**src/rtl/pbi_device_responder.sv**
```systemverilog
// pbi_device_responder
// Device-side responder for the PBI expansion bus. PHI2/RW are brought into the
// Clk domain and a small FSM walks each bus cycle through settle, active-decode and
// commit phases. When this device is selected through its bit of the D1FF register,
// it takes over the D800-DFFF ROM window and decodes D1xx register accesses. It also
// reports and drives the pending-interrupt status.
//
// Bus handshake: a bus cycle is framed by PHI2 alone, and there is no ready/stall path
// back to the host. Decode outputs are valid only while dbg_state shows ACTIVE. Write
// side-effects (the Selected update and the RegWr strobe) happen exactly once, on the
// Clk edge that leaves COMMIT. A cycle aborted in SETTLE, or cut short by a bus stall,
// never commits.
module pbi_device_responder #(
    parameter int DEVICE_ID     = 0,
    parameter int SETTLE_CYCLES = 3,
    parameter int STALL_CYCLES  = 64
) (
    input  logic        Clk,
    input  logic        Reset_n,
    input  logic        PHI2,
    input  logic        RW,
    input  logic [15:0] Addr,
    input  logic [7:0]  DataIn,
    input  logic        IrqReq,
    input  logic        IrqAck,
    output logic        EXTSEL_n,
    output logic        MPD_n,
    output logic        IRQ_n,
    output logic [7:0]  DataOut,
    output logic [7:0]  DataMask,
    output logic        RomCS,
    output logic        RegSel,
    output logic        RegWr,
    output logic [7:0]  RegAddr,
    output logic [7:0]  RegWData,
    output logic [1:0]  dbg_state
);

    localparam int SW = (SETTLE_CYCLES > 1) ? $clog2(SETTLE_CYCLES) : 1;
    localparam int TW = $clog2(STALL_CYCLES + 1);
    localparam logic [SW-1:0] SETTLE_LAST = SW'(SETTLE_CYCLES - 1);
    localparam logic [TW-1:0] STALL_LIMIT = TW'(STALL_CYCLES);
    localparam logic [7:0]    DEV_BIT     = 8'h01 << DEVICE_ID;

    typedef enum logic [1:0] {
        S_IDLE   = 2'd0,
        S_SETTLE = 2'd1,
        S_ACTIVE = 2'd2,
        S_COMMIT = 2'd3
    } state_t;

    state_t        state;
    logic [SW-1:0] settle_cnt;
    logic [TW-1:0] stall_cnt;

    logic          phi2_s1, phi2_s2, phi2_d;
    logic          rw_s1, rw_s2;
    logic [15:0]   addr_q;
    logic [7:0]    data_q;

    logic          selected;
    logic          irq_pending;
    logic          irq_req_d;

    // Write intent captured during ACTIVE and consumed in COMMIT
    logic          wr_d1ff;
    logic          wr_reg;
    logic [7:0]    wdata_hold;

    logic          phi2_rise, phi2_fall, phi2_edge, stall;
    logic          dec_rom, dec_d1ff, dec_reg, dec_status, dec_en;

    assign dbg_state = state;

    assign phi2_rise = phi2_s2 & ~phi2_d;
    assign phi2_fall = ~phi2_s2 & phi2_d;
    assign phi2_edge = phi2_rise | phi2_fall;
    assign stall     = (stall_cnt == STALL_LIMIT) && !phi2_edge;

    assign dec_d1ff   = (addr_q == 16'hD1FF);
    assign dec_rom    = selected && (addr_q[15:11] == 5'b11011);
    assign dec_reg    = selected && (addr_q[15:8] == 8'hD1) && !dec_d1ff;
    assign dec_status = dec_d1ff && rw_s2;

    // Decode outputs are loaded on entry to ACTIVE and refreshed while it lasts
    assign dec_en = !stall &&
                    (((state == S_SETTLE) && !phi2_fall && (settle_cnt == SETTLE_LAST)) ||
                     ((state == S_ACTIVE) && !phi2_fall));

    // Bring PHI2/RW into the Clk domain and register Addr/DataIn every Clk
    always_ff @(posedge Clk or negedge Reset_n) begin
        if (!Reset_n) begin
            phi2_s1 <= 1'b0;
            phi2_s2 <= 1'b0;
            phi2_d  <= 1'b0;
            rw_s1   <= 1'b1;
            rw_s2   <= 1'b1;
            addr_q  <= 16'h0000;
            data_q  <= 8'h00;
        end else begin
            phi2_s1 <= PHI2;
            phi2_s2 <= phi2_s1;
            phi2_d  <= phi2_s2;
            rw_s1   <= RW;
            rw_s2   <= rw_s1;
            addr_q  <= Addr;
            data_q  <= DataIn;
        end
    end

    // Count Clk cycles since the last PHI2 edge, saturating at the stall limit
    always_ff @(posedge Clk or negedge Reset_n) begin
        if (!Reset_n) begin
            stall_cnt <= '0;
        end else if (phi2_edge) begin
            stall_cnt <= '0;
        end else if (stall_cnt != STALL_LIMIT) begin
            stall_cnt <= stall_cnt + 1'b1;
        end
    end

    // Bus-cycle FSM with registered decode outputs and commit side-effects
    always_ff @(posedge Clk or negedge Reset_n) begin
        if (!Reset_n) begin
            state      <= S_IDLE;
            settle_cnt <= '0;
            selected   <= 1'b0;
            wr_d1ff    <= 1'b0;
            wr_reg     <= 1'b0;
            wdata_hold <= 8'h00;
            RomCS      <= 1'b0;
            EXTSEL_n   <= 1'b1;
            RegSel     <= 1'b0;
            RegAddr    <= 8'h00;
            DataMask   <= 8'h00;
            DataOut    <= 8'h00;
            RegWr      <= 1'b0;
            RegWData   <= 8'h00;
        end else begin
            RegWr <= 1'b0;

            if (stall) begin
                state   <= S_IDLE;
                wr_d1ff <= 1'b0;
                wr_reg  <= 1'b0;
            end else begin
                case (state)
                    S_IDLE: begin
                        if (phi2_rise) begin
                            state      <= S_SETTLE;
                            settle_cnt <= '0;
                        end
                    end
                    S_SETTLE: begin
                        if (phi2_fall) begin
                            state <= S_IDLE;
                        end else if (settle_cnt == SETTLE_LAST) begin
                            state <= S_ACTIVE;
                        end else begin
                            settle_cnt <= settle_cnt + 1'b1;
                        end
                    end
                    S_ACTIVE: begin
                        // The last ACTIVE edge leaves the final write intent and data
                        wr_d1ff    <= dec_d1ff && !rw_s2;
                        wr_reg     <= dec_reg && !rw_s2;
                        wdata_hold <= data_q;
                        if (phi2_fall) begin
                            state <= S_COMMIT;
                        end
                    end
                    S_COMMIT: begin
                        state <= S_IDLE;
                        if (wr_d1ff) begin
                            selected <= wdata_hold[DEVICE_ID];
                        end
                        if (wr_reg) begin
                            RegWr    <= 1'b1;
                            RegWData <= wdata_hold;
                        end
                        wr_d1ff <= 1'b0;
                        wr_reg  <= 1'b0;
                    end
                    default: state <= S_IDLE;
                endcase
            end

            if (dec_en) begin
                RomCS    <= dec_rom;
                EXTSEL_n <= !dec_rom;
                RegSel   <= dec_reg;
                DataMask <= dec_status ? DEV_BIT : 8'h00;
                DataOut  <= (dec_status && irq_pending) ? DEV_BIT : 8'h00;
                if (dec_reg) begin
                    RegAddr <= addr_q[7:0];
                end
            end else begin
                RomCS    <= 1'b0;
                EXTSEL_n <= 1'b1;
                RegSel   <= 1'b0;
                DataMask <= 8'h00;
                DataOut  <= 8'h00;
            end
        end
    end

    // Math-pack disable follows Selected one Clk later, regardless of bus activity
    always_ff @(posedge Clk or negedge Reset_n) begin
        if (!Reset_n) begin
            MPD_n <= 1'b1;
        end else begin
            MPD_n <= !selected;
        end
    end

    // Pending IRQ: set on a rising IrqReq, cleared by IrqAck, and a new request wins a tie
    always_ff @(posedge Clk or negedge Reset_n) begin
        if (!Reset_n) begin
            irq_req_d   <= 1'b0;
            irq_pending <= 1'b0;
            IRQ_n       <= 1'b1;
        end else begin
            irq_req_d <= IrqReq;
            if (IrqReq && !irq_req_d) begin
                irq_pending <= 1'b1;
            end else if (IrqAck) begin
                irq_pending <= 1'b0;
            end
            IRQ_n <= !irq_pending;
        end
    end

endmodule

```
**config.mk**
```make
export PLATFORM = sky130hd
export DESIGN_NAME = pbi_device_responder
export DESIGN_NICKNAME = d
export VERILOG_FILES = /design/src/rtl/pbi_device_responder.sv
export SDC_FILE = /design/constraint.sdc
export NUM_CORES = 1
export LEC_CHECK = 0
export CORE_MARGIN = 2
export CORE_UTILIZATION = 53
export DETAILED_ROUTE_END_ITERATION = 16
export PLACE_DENSITY_LB_ADDON = 0.25
export SLEW_MARGIN = 20
export SYNTH_ARGS = -nofsm -noshare
export SYNTH_HDL_FRONTEND = slang
export SYNTH_SLANG_ARGS = --single-unit
```
**constraint.sdc**
```tcl
create_clock -name Clk -period 5.61 [get_ports Clk]
set_clock_uncertainty 0.2 [all_clocks]
set_input_delay 1.122 -clock Clk [delete_from_list [all_inputs] [get_ports Clk]]
set_output_delay 1.122 -clock Clk [all_outputs]
set_load 0.02 [all_outputs]
```
==> results.yml, run 1 <==
setup_path:
  r2r-end: "RegAddr[3]"
  max_stage_delay_ns: 0.69
  r2r_cells: 6
  crit_family: "buffers and inverters"
  arrival_ns: 1.60
  crit_buf_inv: 1
  endpoint_kind: "output port"
  r2r_start: "phi2_s2"
  worstPathRequired_ns: 4.29
  r2r_setup_slack_ns: 2.92
  startpoint_type: "flop"
  cp_slowest_cell: "clkdlybuf4s50_1"
  crit_fanout: 11
  crit_path_cell_trace: "clkdlybuf4s50_1"
  crit_type: "flop to output port"
hold_path:
  worstHoldStart: "phi2_s1"
  holdPathStages: 0
  min_to: "phi2_s2"
  hold_path_class: "flop to flop"
route:
  top_layer: "met4"
  ant_nets: 0
  wl_met2_um: 2263
  wire_per_inst_um: 13.76
  route.layer.met1.wl_um: 2059
  wl_met3_um: 293
  drt_first_iter_violations: 71
  vias: 1639
  firstDrtPassIters: 5
  drt-total-wl_um: 4680
  routed_via_density: 4.821
  route.detailed.drc: 0
outcome:
  status: "finished, final reports clean"
clock_network:
  insertion_delay_ns: 0.33
  cts_sinks: 77
  clock_path_buffers: 2
  ctsHtreeMaxLevel: 3
  ctsHoldBuffers: 0
  clk_pin_slew_worst_paths_ns: 0.07
  cts_buffers: 9
  cts.repair.resized: 0
  cts_tree: "built"
  post_cts_buffers: 0
  cts-root-buf: "clkbuf_8"
global_routing:
  grt_pass1_wl_um: 7900
  grtUsageTotal_pct: 17.18
  grt_pass1_vias: 1667
  grt_max_degree: 78
  grt-ovfl-total: 0
  grt_antenna_before_repair: 0
final_layout:
  largest_reg_flops: 16
  top_register: "addr_q"
  layout_common_cells: "dfrtp_1 (72), clkdlybuf4s50_1 (54), mux2_2 (16)"
  post-route-util_pct: 68.65
  fin_nets: 298
  antennaDiodeCount: 0
  n_fill_cell: 400
  drive_gt1_share_pct: 19.03
  area_growth_pct: 26.39
  final_common_cell: "dfrtp_1"
  stdcell_count: 340
  final_area_um2: 3734
placed_design:
  dp.cells: 324
  routabilityCongestion: 0.7999
  place_hpwl_um: 3225
  dpl_cell_area_um2: 3516
  place.port_buffers: 55
floorplan:
  core_um2: 5439
  std_cell_rows: 27
  io_pins: 70
  dieArea_um2: 6187
  chipWidth_um: 78.66
  chipHeight_um: 78.66
  initial_core_util_pct: 54.31
sta:
  rsz0062_at_grt: "no"
  worstMarginPinSlew_ns: 0.9103
  hold-worst-slack_ns: 0.1456
  relSlewSlack_pct: 39.31
  setup_viol: 0
  slew_viol_final: 0
  max_freq_ghz: 0.3423
  timing.final.crit_share_pct: 52.08
  fin_setup_tns_ns: 0
  hold_violations: 0
  fin_crit_ns: 2.922
synthesis:
  synthesis.area_um2: 2954
  yosys_warnings: 0
  syn-mean-instance-area_um2: 14.62
  synthCells: 202
  async_flop_share_pct: 100.0
  seq_area_frac_synth_pct: 65.44
  synth_edf_count: 0
  synth_top_flop_cell: "dfrtp_1"
  synthDistinctLibCells: 38
  synth_seq_cells: 77
power_and_ir_drop:
  vdd.ir_drop.worst_mv: 0.2584
  powerDensity_nw_per_um2: 346.8
  leakagePower_uw: 0.001707
flow_run:
  drv_cap: 0
-- worst max path at each step --
| stage | startpoint | end | depth (start not counted) |
|---|---|---|---|
| finish | dbg_state[0] | dbg_state[0] | 1 |
| detailed placement | phi2_s2 | RegAddr[3] | 6 |
| global route | dbg_state[0] | dbg_state[0] | 1 |
| CTS | dbg_state[0] | dbg_state[0] | 1 |
| global placement | phi2_s2 | RegAddr[7] | 6 |
| floorplan | phi2_s2 | RegAddr[0] | 6 |
-- where the power goes --
group | total [uW] | switching, uW | internal (uW)
registers | 661 | 47.5 | 613
clock network | 443 | 181 | 262
logic | 191 | 86.5 | 104
-- cell type report --
type / instances / area (um2) / area share [%]
clock buffer: 12 / 145.1 / 3.887
clock inverter: 4 / 72.57 / 1.944
multi-input combinational: 111 / 910.9 / 24.40
tap: 72 / 90.09 / 2.413
inverter: 9 / 33.78 / 0.9048
sequential: 77 / 1933 / 51.78
timing repair buffer: 55 / 548.0 / 14.68
-- worst register-to-register path, delay by kind of cell, from the launching register on --
| kind | cells | cell delay (ns) |
|---|---|---|
| AND/OR/NAND/NOR | 2 | 0.89 |
| flip-flops | 1 | 0.36 |
| adder cells (fa/ha/maj) | 1 | 0.36 |
| buffers and inverters | 1 | 0.05 |
| multiplexers | 1 | 0.36 |
| AO/OA/AOI/OAI | 1 | 0.35 |
-- metrics by stage --
step | worst slack (ns) | total power [uW]
2_1_floorplan | 3.150 | 798.9
3_3_place_gp | 2.977 | 849.7
3_5_place_dp | 2.913 | 860.4
4_1_cts | 2.674 | 1308
5_1_grt | 2.622 | 1359
6_report | 2.688 | 1295
-- cells in the mapped netlist, types with 4 or more instances --
cell	count	area, um2
mux2_4	8	120.1
ha_1	5	62.56
inv_1	9	33.78
dfstp_2	5	131.4
a21oi_1	4	20.02
dfrtp_1	72	1802
nor2_1	8	30.03
xnor2_1	5	43.79
nand3_1	5	25.02
and2_1	5	31.28
mux2_2	16	180.2
buf_4	15	112.6
and3_1	4	25.02
nand2_1	5	18.77
-- layer usage --
layer	up-vias	global-route usage (%)
met5	-	0
met4	0	7.368
met3	5	5.632
met2	57	25.30
met1	801	23.51
li1	776	-
-- logic make-up (layout without fill, tap and decap cells) --
group	after synthesis	in the layout	share of synthesized area, %
flops	77	77	65.44
simple gates	50	50	11.18
mux	29	29	11.94
buf+inv	27	80	5.379
compound gates	7	7	2.033
xor+xnor	6	6	1.779
fa+ha+maj	5	5	2.118
other cells	1	14	0.1269
Note: power is estimated with default switching activity, not from simulation.
==> run 2, diff against run 1 <==
CORE_UTILIZATION = 49   (was 53)
clock period = 2.81 ns   (was 5.61 ns; I/O delays follow)
==> results.yml, run 2 (synthesis results as in run 1) <==
sta:
  fin_crit_ns: 2.540
  setup_ws_ns: 0.2704
  hold_violations: 0
  setup_viol: 0
  fin_setup_tns_ns: 0
  hold-worst-slack_ns: 0.1379
  max_freq_ghz: 0.3938
  relSlewSlack_pct: 38.90
  timing.final.crit_share_pct: 90.38
  rsz0062_at_grt: "no"
  slew_viol_final: 0
  worstMarginPinSlew_ns: 0.9165
route:
  firstDrtPassIters: 4
  route.detailed.drc: 0
  drt_first_iter_violations: 51
  vias: 1673
  drt-total-wl_um: 4691
  ant_nets: 0
  routed_via_density: 4.863
  wire_per_inst_um: 13.64
clock_network:
  post_cts_buffers: 0
  insertion_delay_ns: 0.35
  ctsHoldBuffers: 0
  cts_buffers: 9
  cts.repair.resized: 0
  cts_tree: "built"
  clk_pin_slew_worst_paths_ns: 0.08
  cts_sinks: 77
  ctsHtreeMaxLevel: 3
  cts-root-buf: "clkbuf_8"
  clock_path_buffers: 2
setup_path:
  worstPathRequired_ns: 2.85
  crit_path_cell_trace: "inv_1, ha_1, nor3b_1, and2_1, nor2_1, mux2_2"
  startpoint_type: "flop"
  max_stage_delay_ns: 0.57
  cp_slowest_cell: "nor2_1"
  crit_type: "flop to flop"
  arrival_ns: 2.58
  crit_fanout: 8
  endpoint_kind: "flop"
global_routing:
  grt_pass1_vias: 1682
  grt_antenna_before_repair: 0
  grt_max_degree: 78
  grt-ovfl-total: 0
  grtUsageTotal_pct: 16.39
  grt_pass1_wl_um: 7948
power_and_ir_drop:
  pwr-share-clk_pct: 35.2
  powerDensity_nw_per_um2: 696.3
  power.total_uw: 2612
  p_int_uw: 1953
  vdd.ir_drop.worst_mv: 0.4128
  leakagePower_uw: 0.001718
  p_comb_share_pct: 14.4
  switchingPower_uw: 658.4
  seq_power_share_pct: 50.4
  power_switching_share_pct: 25.21
floorplan:
  io_pins: 70
  core_um2: 5886
  std_cell_rows: 28
  initial_core_util_pct: 50.19
  chipWidth_um: 81.65
  dieArea_um2: 6666
  chipHeight_um: 81.65
final_layout:
  top_register: "addr_q"
  multi_input_area_um2: 910.9
  layout_common_cells: "dfrtp_1 (72), clkdlybuf4s50_1 (54), mux2_2 (16)"
  final_common_cell: "dfrtp_1"
  drive_gt1_share_pct: 20.07
  post-route-util_pct: 63.73
  n_fill_cell: 458
  antennaDiodeCount: 0
  area_growth_pct: 26.98
  fin_nets: 299
  seq_area_um2: 1933
  largest_reg_flops: 16
placed_design:
  place_hpwl_um: 3186
  place_ws_ns: 0.2471
  routabilityCongestion: 0.8089
  place.port_buffers: 55
flow_run:
  drv_cap: 0
outcome:
  status: "finished, final reports clean"
hold_path:
  hold_path_class: "input port to async pin"
-- run 2: final cells by class --
| type | instances | share of cell area [%] |
|---|---|---|
| clock buffers | 10 | 3.669 |
| clock inverters | 6 | 2.302 |
| inverters | 9 | 0.9006 |
| multi-input cells | 111 | 24.28 |
| flip-flops and latches | 77 | 51.53 |
| well taps | 75 | 2.502 |
| repair buffers | 56 | 14.81 |
-- run 2: layer usage --
| metal | GRT usage (%) | vias to the layer above | share of wire, % |
|---|---|---|---|
| li1 | - | 778 | - |
| met1 | 21.86 | 842 | 45 |
| met2 | 24.34 | 45 | 48 |
| met3 | 5.275 | 8 | 4.9 |
| met4 | 8.000 | 0 | 2.0 |
| met5 | 0 | - | 0 |
-- run 2: power by group through the flow --
stage | Clock, uW | Combinational, uW | Sequential, uW
4_1_cts | 938 | 384 | 1320
2_1_floorplan | 0 | 293 | 1300
3_3_place_gp | 0 | 370 | 1330
3_5_place_dp | 0 | 381 | 1340
6_report | 919 | 377 | 1320
5_1_grt | 993 | 419 | 1340
-- run 2: path summary, 6_finish.rpt --
| check | start | end | slack [ns] | depth (start not counted) |
|---|---|---|---|---|
| max in group asynchronous | Reset_n | wdata_hold[3] | 1.67 | 1 |
| min in group Clk | phi2_s1 | phi2_s2 | 0.16 | 0 |
| max | phi2_s2 | wdata_hold[5] | 0.27 | 6 |
| min | Reset_n | RegAddr[5] | 0.14 | 1 |
| min reg2reg | phi2_s1 | phi2_s2 | 0.16 | 0 |
| max reg2reg | phi2_s2 | wdata_hold[5] | 0.27 | 6 |
-- run 2: critical path, delay by kind of cell, from the launching register on --
kind,cells,cell delay [ns]
fa+ha+maj,1,0.36
buf+inv,1,0.06
flops,1,0.37
mux,1,0.41
simple gates,3,1.01
-- run 2: per-stage QoR --
step / instances / area (um2)
finish: 344 / 3751
detailed placement: 328 / 3527
global placement: 328 / 3527
floorplan: 215 / 3003
global route: 344 / 3751
CTS: 344 / 3751
==> run 3, diff against run 2 <==
GPL_ROUTABILITY_DRIVEN = 1   (was default)
PLACE_DENSITY = 0.8   (was default)
PLACE_DENSITY_LB_ADDON = default   (was 0.25)
SETUP_SLACK_MARGIN = 0.3   (was default)
==> results.yml, run 3 (synthesis results as in run 1) <==
power_and_ir_drop:
  powerDensity_nw_per_um2: 695.6
  p_comb_share_pct: 14.8
  leakagePower_uw: 0.001722
  pwr-share-clk_pct: 34.9
  seq_power_share_pct: 50.3
  power.total_uw: 2619
  vdd.ir_drop.worst_mv: 0.4507
  p_int_uw: 1962
  switchingPower_uw: 657.2
  power_switching_share_pct: 25.09
route:
  routed_via_density: 4.767
  drt-total-wl_um: 4826
  route.detailed.drc: 0
  wire_per_inst_um: 14.03
  drt_first_iter_violations: 76
  vias: 1640
  ant_nets: 0
  firstDrtPassIters: 4
clock_network:
  post_cts_buffers: 0
  ctsHtreeMaxLevel: 3
  clk_pin_slew_worst_paths_ns: 0.07
  clock_path_buffers: 2
  cts_sinks: 77
  insertion_delay_ns: 0.35
  cts_tree: "built"
  cts-root-buf: "clkbuf_8"
  cts_buffers: 9
sta:
  relSlewSlack_pct: 39.08
  hold_violations: 0
  slew_viol_final: 0
  worstMarginPinSlew_ns: 0.9138
  setup_viol: 0
  fin_crit_ns: 2.389
  max_freq_ghz: 0.4185
  setup_ws_ns: 0.4206
  timing.final.crit_share_pct: 85.03
  rsz0062_at_grt: "no"
  fin_setup_tns_ns: 0
floorplan:
  chipWidth_um: 81.65
  chipHeight_um: 81.65
  dieArea_um2: 6666
  io_pins: 70
  core_um2: 5886
  std_cell_rows: 28
  initial_core_util_pct: 50.19
setup_path:
  startpoint_type: "flop"
  arrival_ns: 2.42
  crit_fanout: 8
  endpoint_kind: "flop"
  crit_type: "flop to flop"
  r2r_setup_slack_ns: 0.42
  worstPathRequired_ns: 2.84
global_routing:
  grt_max_degree: 78
  grt_pass1_wl_um: 7900
  grtUsageTotal_pct: 16.62
  grt-ovfl-total: 0
  grt_pass1_vias: 1723
  grt_antenna_before_repair: 0
placed_design:
  routabilityCongestion: 0.7584
  dp.cells: 328
  dpl_cell_area_um2: 3527
  place_ws_ns: 0.2959
  place_hpwl_um: 3332
  place.port_buffers: 55
final_layout:
  stdcell_count: 344
  antennaDiodeCount: 0
  fin_nets: 299
  layout_common_cells: "dfrtp_1 (72), clkdlybuf4s50_1 (54), mux2_2 (16)"
  final_area_um2: 3765
  top_register: "addr_q"
  largest_reg_flops: 16
  drive_gt1_share_pct: 20.82
  area_growth_pct: 27.45
  final_common_cell: "dfrtp_1"
outcome:
  status: "finished, final reports clean"
hold_path:
  hold_path_class: "input port to async pin"
flow_run:
  drv_cap: 0
==> run 3: changes by cell type in the layout (fill, tap and decap cells not counted), sizes merged <==
cell	delta
inv	+1
clkinvlp	-1
clkbuf	+1
clkinv	-1
==> run 3: metal layers <==
| metal | vias to the layer above | GRT usage (%) | wire length, um |
|---|---|---|---|
| met5 | - | 0 | 0 |
| met1 | 796 | 20.36 | 2039 |
| met3 | 15 | 5.165 | 213 |
| met2 | 52 | 25.90 | 2440 |
| met4 | 0 | 10.00 | 133 |
| li1 | 777 | - | - |
==> run 3: worst paths after layout <==
check / startpoint / to / cells past startpoint
setup reg to reg: phi2_s2 / RegAddr[4] / 7
max in group asynchronous: Reset_n / dbg_state[1] / 1
min in group Clk: rw_s1 / rw_s2 / 0
hold reg to reg: rw_s1 / rw_s2 / 0
setup / recovery: phi2_s2 / RegAddr[4] / 7
hold / removal: Reset_n / addr_q[13] / 1
==> run 3: timing repair <==
| action | 4_1_cts | 5_1_grt |
|---|---|---|
| gates cloned | 0 | 0 |
| pin swaps | 0 | 0 |
| hold buffers | 0 | 0 |
| gates resized for setup | 1 | 3 |
| endpoints found under the setup margin | 2 | 16 |
==> run 3: power groups by stage <==
stage | logic (uW) | registers (uW) | clock network, uW
finish | 387 | 1320 | 913
global route | 422 | 1330 | 989
CTS | 391 | 1320 | 936
detailed placement | 391 | 1340 | 0
global placement | 368 | 1330 | 0
floorplan | 293 | 1300 | 0
==> run 3: worst max-delay path, cell delays in order, from the launching register on <==
cell	delay (ns)
dfrtp_1	0.41
inv_1	0.07
ha_2	0.30
nor3b_2	0.19
a221oi_4	0.34
nor4b_4	0.26
buf_6	0.20
mux2_4	0.31
==> run 3: layout make-up <==
cell class,instances,area (um2)
inverters,9,33.78
well taps,75,93.84
fillers,421,2121
multi-input cells,111,920.9
clock inverters,5,82.58
repair buffers,56,559.3
clock buffers,11,141.4
flip-flops and latches,77,1933
==> run 3: metrics by stage <==
| stage | hold WS, ns | util [%] |
|---|---|---|
| 3_5_place_dp | 0.1449 | 59.93 |
| 6_report | 0.1469 | 63.97 |
| 3_3_place_gp | 0.1466 | 59.93 |
| 5_1_grt | 0.1594 | 63.97 |
| 4_1_cts | 0.1616 | 63.82 |
| 2_1_floorplan | 0.06641 | - |
